**config.mk**
```make
export PLATFORM = sky130hd
export DESIGN_NAME = mc_controller
export DESIGN_NICKNAME = d
export VERILOG_FILES = /design/src/rtl/mc_pkg.sv /design/src/rtl/mc_controller_cond_check.sv /design/src/rtl/mc_controller.sv
export SDC_FILE = /design/constraint.sdc
export NUM_CORES = 1
export LEC_CHECK = 0
export ABC_CLOCK_PERIOD_IN_PS = 2700
export BUFFER_PORTS_ARGS = -buffer_cell sky130_fd_sc_hd__buf_2
export CORE_MARGIN = 1.5
export CORE_UTILIZATION = 35
export CTS_CLUSTER_DIAMETER = 100
export CTS_CLUSTER_SIZE = 20
export DETAILED_ROUTE_END_ITERATION = 10
export PLACE_DENSITY_LB_ADDON = 0.1
export SLEW_MARGIN = 10
export SYNTH_ARGS = -nofsm -noshare
export SYNTH_HDL_FRONTEND = slang
export SYNTH_SLANG_ARGS = --single-unit
export TNS_END_PERCENT = 50
```
**constraint.sdc**
```tcl
create_clock -name clk -period 2.7 [get_ports clk]
set_clock_uncertainty 0.15 [all_clocks]
set_input_delay 0.27 -clock clk [delete_from_list [all_inputs] [get_ports clk]]
set_output_delay 0.27 -clock clk [all_outputs]
set_load 0.03 [all_outputs]
```
**src/rtl/mc_pkg.sv**
```systemverilog
// Shared encodings for the multicycle control unit:
// FSM states, ALU opcodes, datapath selects and condition codes.
package mc_pkg;

  typedef enum logic [3:0] {
    FETCH,
    DECODE,
    MEMADR,
    MEMRD,
    MEMWR,
    MEMWB,
    EXECUTER,
    EXECUTEI,
    MULWAIT,
    ALUWB,
    BRANCH
  } state_t;

  // ALU opcodes reuse the instruction cmd field
  localparam logic [3:0] ALU_AND = 4'b0000;
  localparam logic [3:0] ALU_SUB = 4'b0010;
  localparam logic [3:0] ALU_SBC = 4'b0011;
  localparam logic [3:0] ALU_ADD = 4'b0100;
  localparam logic [3:0] ALU_ADC = 4'b0101;
  localparam logic [3:0] ALU_RSB = 4'b0111;
  localparam logic [3:0] ALU_MUL = 4'b1001;
  localparam logic [3:0] ALU_MLA = 4'b1010;
  localparam logic [3:0] ALU_MLS = 4'b1011;
  localparam logic [3:0] ALU_ORR = 4'b1100;
  localparam logic [3:0] ALU_MOV = 4'b1101;

  localparam logic [1:0] RES_ALUOUT = 2'b00;
  localparam logic [1:0] RES_DATA   = 2'b01;
  localparam logic [1:0] RES_ALU    = 2'b10;
  localparam logic [1:0] RES_MUL    = 2'b11;

  localparam logic [1:0] SRCA_RD1    = 2'b00;
  localparam logic [1:0] SRCA_PC     = 2'b01;
  localparam logic [1:0] SRCA_ALUOUT = 2'b10;

  localparam logic [1:0] SRCB_RD2  = 2'b00;
  localparam logic [1:0] SRCB_IMM  = 2'b01;
  localparam logic [1:0] SRCB_FOUR = 2'b10;

  localparam logic [1:0] IMM_DP  = 2'b00;
  localparam logic [1:0] IMM_MEM = 2'b01;
  localparam logic [1:0] IMM_BR  = 2'b10;

  localparam logic [3:0] COND_EQ = 4'b0000;
  localparam logic [3:0] COND_NE = 4'b0001;
  localparam logic [3:0] COND_CS = 4'b0010;
  localparam logic [3:0] COND_CC = 4'b0011;
  localparam logic [3:0] COND_MI = 4'b0100;
  localparam logic [3:0] COND_PL = 4'b0101;
  localparam logic [3:0] COND_VS = 4'b0110;
  localparam logic [3:0] COND_VC = 4'b0111;
  localparam logic [3:0] COND_HI = 4'b1000;
  localparam logic [3:0] COND_LS = 4'b1001;
  localparam logic [3:0] COND_GE = 4'b1010;
  localparam logic [3:0] COND_LT = 4'b1011;
  localparam logic [3:0] COND_GT = 4'b1100;
  localparam logic [3:0] COND_LE = 4'b1101;
  localparam logic [3:0] COND_AL = 4'b1110;

  function automatic logic is_mul(input logic [3:0] cmd);
    return cmd == ALU_MUL || cmd == ALU_MLA || cmd == ALU_MLS;
  endfunction

  function automatic logic sets_cv(input logic [3:0] cmd);
    return cmd == ALU_ADD || cmd == ALU_SUB || cmd == ALU_ADC ||
           cmd == ALU_SBC || cmd == ALU_RSB;
  endfunction

  function automatic logic cmd_known(input logic [3:0] cmd);
    return sets_cv(cmd) || is_mul(cmd) || cmd == ALU_MOV ||
           cmd == ALU_AND || cmd == ALU_ORR;
  endfunction

endpackage

```
**src/rtl/mc_controller_cond_check.sv**
```systemverilog
// Condition-code evaluation of Cond against the NZCV flags.
// Flags order is {N, Z, C, V}; the 1111 encoding never executes.
module cond_check
  import mc_pkg::*;
(
  input  logic [3:0] cond,
  input  logic [3:0] flags,
  output logic       cond_ex
);

  logic n, z, c, v;

  assign {n, z, c, v} = flags;

  always_comb begin
    cond_ex = 1'b0;
    case (cond)
      COND_EQ: cond_ex = z;
      COND_NE: cond_ex = !z;
      COND_CS: cond_ex = c;
      COND_CC: cond_ex = !c;
      COND_MI: cond_ex = n;
      COND_PL: cond_ex = !n;
      COND_VS: cond_ex = v;
      COND_VC: cond_ex = !v;
      COND_HI: cond_ex = c && !z;
      COND_LS: cond_ex = !c || z;
      COND_GE: cond_ex = n == v;
      COND_LT: cond_ex = n != v;
      COND_GT: cond_ex = !z && (n == v);
      COND_LE: cond_ex = z || (n != v);
      COND_AL: cond_ex = 1'b1;
      default: cond_ex = 1'b0;
    endcase
  end

endmodule

```
**src/rtl/mc_controller.sv**
```systemverilog
// Multicycle control FSM with NZCV flags register; drives every
// mux select and write enable of the shared datapath.
module mc_controller
  import mc_pkg::*;
(
  input  logic       clk,
  input  logic       reset,
  input  logic [3:0] Cond,
  input  logic [1:0] Op,
  input  logic [5:0] Funct,
  input  logic [3:0] Rd,
  input  logic [3:0] ALUFlags,
  input  logic       MulDone,
  output logic       PCWrite,
  output logic       MemWrite,
  output logic       RegWrite,
  output logic       IRWrite,
  output logic       AdrSrc,
  output logic [1:0] RegSrc,
  output logic [1:0] ImmSrc,
  output logic [1:0] ALUSrcA,
  output logic [1:0] ALUSrcB,
  output logic [1:0] ResultSrc,
  output logic [3:0] ALUControl,
  output logic       MulStart
);

  state_t     state, next;
  logic [3:0] flags_q;
  logic       cond_ex_q;
  logic       cond_ex;
  logic [3:0] cmd;
  logic       mul_op;
  logic       to_pc;
  logic       flag_we;

  assign cmd    = Funct[4:1];
  assign mul_op = is_mul(cmd);
  assign to_pc  = Rd == 4'd15;
  assign RegSrc = {Op == 2'b01 && !Funct[0], Op == 2'b10};

  cond_check u_cond (
    .cond   (Cond),
    .flags  (flags_q),
    .cond_ex(cond_ex)
  );

  assign flag_we = cond_ex_q && Funct[0] &&
    (((state == EXECUTER || state == EXECUTEI) && !mul_op) ||
     (state == MULWAIT && next == ALUWB));

  always_ff @(posedge clk or posedge reset) begin
    if (reset) begin
      state     <= FETCH;
      flags_q   <= 4'b0000;
      cond_ex_q <= 1'b0;
    end else begin
      state <= next;
      if (state == DECODE) cond_ex_q <= cond_ex;
      if (flag_we) begin
        flags_q[3:2] <= ALUFlags[3:2];
        if (sets_cv(cmd)) flags_q[1:0] <= ALUFlags[1:0];
      end
    end
  end

  always_comb begin
    next       = state;
    PCWrite    = 1'b0;
    MemWrite   = 1'b0;
    RegWrite   = 1'b0;
    IRWrite    = 1'b0;
    AdrSrc     = 1'b0;
    ImmSrc     = IMM_DP;
    ALUSrcA    = SRCA_RD1;
    ALUSrcB    = SRCB_RD2;
    ResultSrc  = RES_ALUOUT;
    ALUControl = ALU_ADD;
    MulStart   = 1'b0;
    unique case (state)
      FETCH: begin
        next      = DECODE;
        IRWrite   = 1'b1;
        PCWrite   = 1'b1;
        ALUSrcA   = SRCA_PC;
        ALUSrcB   = SRCB_FOUR;
        ResultSrc = RES_ALU;
      end
      DECODE: begin
        ALUSrcA = SRCA_PC;
        ALUSrcB = SRCB_FOUR;
        unique case (Op)
          2'b00:   next = Funct[5] ? EXECUTEI : EXECUTER;
          2'b01:   next = MEMADR;
          2'b10:   next = BRANCH;
          default: next = FETCH;
        endcase
      end
      MEMADR: begin
        next    = Funct[0] ? MEMRD : MEMWR;
        ALUSrcB = SRCB_IMM;
        ImmSrc  = IMM_MEM;
      end
      MEMRD: begin
        next   = MEMWB;
        AdrSrc = 1'b1;
      end
      MEMWR: begin
        next     = FETCH;
        AdrSrc   = 1'b1;
        MemWrite = cond_ex_q;
      end
      MEMWB: begin
        next      = FETCH;
        ResultSrc = RES_DATA;
        PCWrite   = cond_ex_q && to_pc;
        RegWrite  = cond_ex_q && !to_pc;
      end
      EXECUTER, EXECUTEI: begin
        next       = mul_op ? MULWAIT : ALUWB;
        ALUSrcB    = state == EXECUTEI ? SRCB_IMM : SRCB_RD2;
        ALUControl = cmd_known(cmd) ? cmd : ALU_ADD;
        MulStart   = cond_ex_q && mul_op;
      end
      // A squashed multiply was never started, so it cannot wait on MulDone
      MULWAIT: begin
        if (MulDone || !cond_ex_q) next = ALUWB;
      end
      ALUWB: begin
        next      = FETCH;
        ResultSrc = mul_op ? RES_MUL : RES_ALUOUT;
        PCWrite   = cond_ex_q && to_pc;
        RegWrite  = cond_ex_q && !to_pc && cmd_known(cmd);
      end
      BRANCH: begin
        next      = FETCH;
        ALUSrcA   = SRCA_ALUOUT;
        ALUSrcB   = SRCB_IMM;
        ImmSrc    = IMM_BR;
        ResultSrc = RES_ALU;
        PCWrite   = cond_ex_q;
      end
      default: next = FETCH;
    endcase
    if (reset) begin
      PCWrite  = 1'b0;
      MemWrite = 1'b0;
      RegWrite = 1'b0;
      IRWrite  = 1'b0;
      MulStart = 1'b0;
    end
  end

endmodule

```
==> key figures <==
Status
  – Status: completed

Route
  – Initial drt markers: 34
  – Number of routed nets with antenna violations: 0
  – DR pass1 iterations: 4
  – Wire length on met1: 1230 um
  – Routed length on met2: 1120 um
  – Residual DRC: 0
  – Via count: 1065
  – Routed length on met3: 183 um
  – Vias per cell: 5.43
  – Top layer reached by signal wires: met4
  – Final wirelength: 2540 um
  – WL per Instance: 13.0 um

Floorplanning
  – Die Span Y: 57.3 um
  – Initial Utilization: 37.2%
  – Top Ports: 43
  – Die width: 57.3 um
  – Die Area: 3290 sq um
  – Std cell rows: 19
  – Core area: 2780 sq um

STA
  – Final Hold Vio Count: 0
  – Slew HR: 60.2%
  – Setup-failing EPs final: 0
  – Final cycle utilization of the critical path: 86.6%
  – RSZ-0062 raised after global routing: no
  – Fin crit period: 2.34 ns
  – Max Clk Rate: 0.428 GHz
  – Worst slew pin tran: 0.597 ns
  – Setup TNS: 0 ns
  – Final Max Tran Viols: 0

Critical path
  – Required @ worst endpoint: 2.28 ns
  – CP most frequent cell: buf_2
  – Crit path kind: in2out
  – Top Family by Delay on Critical Path: buffers and inverters
  – CP peak stage delay: 0.52 ns
  – Highest-delay cell along the critical path: dlygate4sd3_1
  – CP arrival: 1.92 ns
  – CP bufs+invs: 4
  – CP Cell Sequence: dlygate4sd3_1 > buf_2 > inv_1 > nand2_1 > nor4_1 > buf_2
  – Crit. End Element: output port
  – Startpoint types: input pin
  – Crit-path max FO: 10

Global route
  – Number of global-route vias before repair: 929
  – Grt ovf: 0
  – Initial antenna violation count: 0
  – GRT Util Overall: 15.9%
  – First-pass GRT wire length: 4180 um
  – Largest net degree at the start of global routing: 17

Synth
  – Async SR Flop Fraction: 100%
  – Register area share after synthesis: 21.8%
  – Main flop type after synthesis: dfrtp_1
  – Synth Register Bits: 9
  – Syn nets: 150
  – Synth cell types: 49
  – Number of synthesized flops with an enable pin: 0
  – Yosys warns: 0
  – Synth Cell Area: 1030 sq um
  – Syn avg cell area: 8.14 sq um
  – Cell count after synthesis: 127

CTS
  – CTS tree: yes
  – Clock Tree Buf Depth: 2
  – Root Buffer: clkbuf_4
  – Post_cts resized: 0
  – Sinks on Clock Net: 9
  – Clk_lat worst skew: 0.26 ns
  – Worst-path clk slew: 0.06 ns
  – Inserted Clock Buffers: 3
  – CTS H-Tree Depth: 1

Place
  – Placed Area: 1230 sq um
  – Hpwl dp: 2050 um
  – IO buf count: 42
  – Final RePlAce weighted congestion: 0.738

Final layout
  – Util after Layout: 45.5%
  – Ant. Diodes: 0
  – Most frequent cells in the layout: buf_2 (42), nor2_1 (15), nand2_1 (12), dfrtp_1 (9), a21oi_1 (7)
  – Final #Nets: 189
  – Fillcell total: 292
  – Share of layout cells above drive strength 1: 38.8%
  – Area Growth Syn to Fin: 22.4%
  – Final Cell Area: 1260 sq um
  – Commonest non-fill, non-tap cell in the layout: buf_2

Power and ir drop
  – PD cells: 878 nW/um^2
  – Peak VDD IR: 563 uV
  – Leakage: 0.000566 uW

Job
  – Max Cap Viol: 0

Hold path
  – HP Class: in2reg
[layer usage]
metal,vias up,track usage [%]
met5,-,0
met4,0,2.99
met3,2,4.76
met2,34,23.5
met1,493,23.0
li1,536,-
[registers in the layout, indices dropped and copies added, names as in the netlist]
name and flops:
flags_q 4, state 4, cond_ex_q 1
[path summary, 6_finish.rpt]
path	start	endpoint	slack [ns]	cells past startpoint
max	reset	RegWrite	0.36	6
max reg2reg	state[1]	flags_q[0]	0.74	4
min reg2reg	flags_q[3]	flags_q[3]	0.43	1
min in group asynchronous	reset	state[1]	0.38	3
max in group asynchronous	reset	flags_q[2]	1.75	3
min	ALUFlags[1]	flags_q[1]	0.09	2
[what timing repair did]
action	in CTS	in global routing
hold buffers	1	0
endpoints found under the setup margin	0	0
hold endpoints to repair	9	0
setup buffers	0	0
[kinds of logic after synthesis]
group	count (synthesis)	share of synthesized area (%)
XOR/XNOR	3	2.54
AND/OR/NAND/NOR	70	39.2
buffers and inverters	13	7.38
multiplexers	7	7.38
flip-flops	9	21.8
AO/OA/AOI/OAI	25	21.7
[final cells by class]
| cell class | instances | area (sq um) | share of cell area, % |
|---|---|---|---|
| multi-input combinational | 105 | 738 | 58.4 |
| sequential | 9 | 225 | 17.8 |
| timing repair buffer | 43 | 220 | 17.4 |
| tap | 31 | 38.8 | 3.07 |
| clock buffer | 3 | 22.5 | 1.78 |
| inverter | 4 | 15.0 | 1.19 |
| clock inverter | 1 | 5.00 | 0.396 |
[metrics by stage]
stage / setup slack (ns) / power [uW] / instances / hold WS, ns
after floorplan: 0.353 / 859 / 127 / -0.0439
after detailed placement: 0.667 / 1010 / 191 / 0.128
after global placement: 0.707 / 1010 / 191 / 0.131
after global routing: 0.198 / 1190 / 196 / 0.0853
final: 0.363 / 1110 / 196 / 0.0905
after CTS: 0.338 / 1120 / 196 / 0.0825
[where the power goes]
group	internal (uW)	switching [uW]	total [uW]
Combinational	268	435	703
Sequential	186	118	304
Clock	54.7	49.0	104
[Yosys cell counts, types with 2 or more instances]
master     n  area (sq um)
o31ai_1    2          15.0
o31a_1     2          17.5
nor4b_1    2          17.5
nor2_1    15          56.3
nor3_1     3          15.0
and2_1     3          18.8
nand3_1    5          25.0
or3_1      4          25.0
a21oi_1    7          35.0
inv_1      4          15.0
dfrtp_1    9           225
xnor2_1    2          17.5
nand2b_1   6          37.5
nor3b_1    3          22.5
a211oi_1   2          15.0
mux2i_1    2          20.0
or3b_2     2          17.5
nand2_1   12          45.0
mux2_2     5          56.3
nor4_1     4          25.0
buf_2      3          15.0
buf_6      2          22.5
buf_4      2          15.0
No activity file was read; power rests on OpenSTA's default activity.
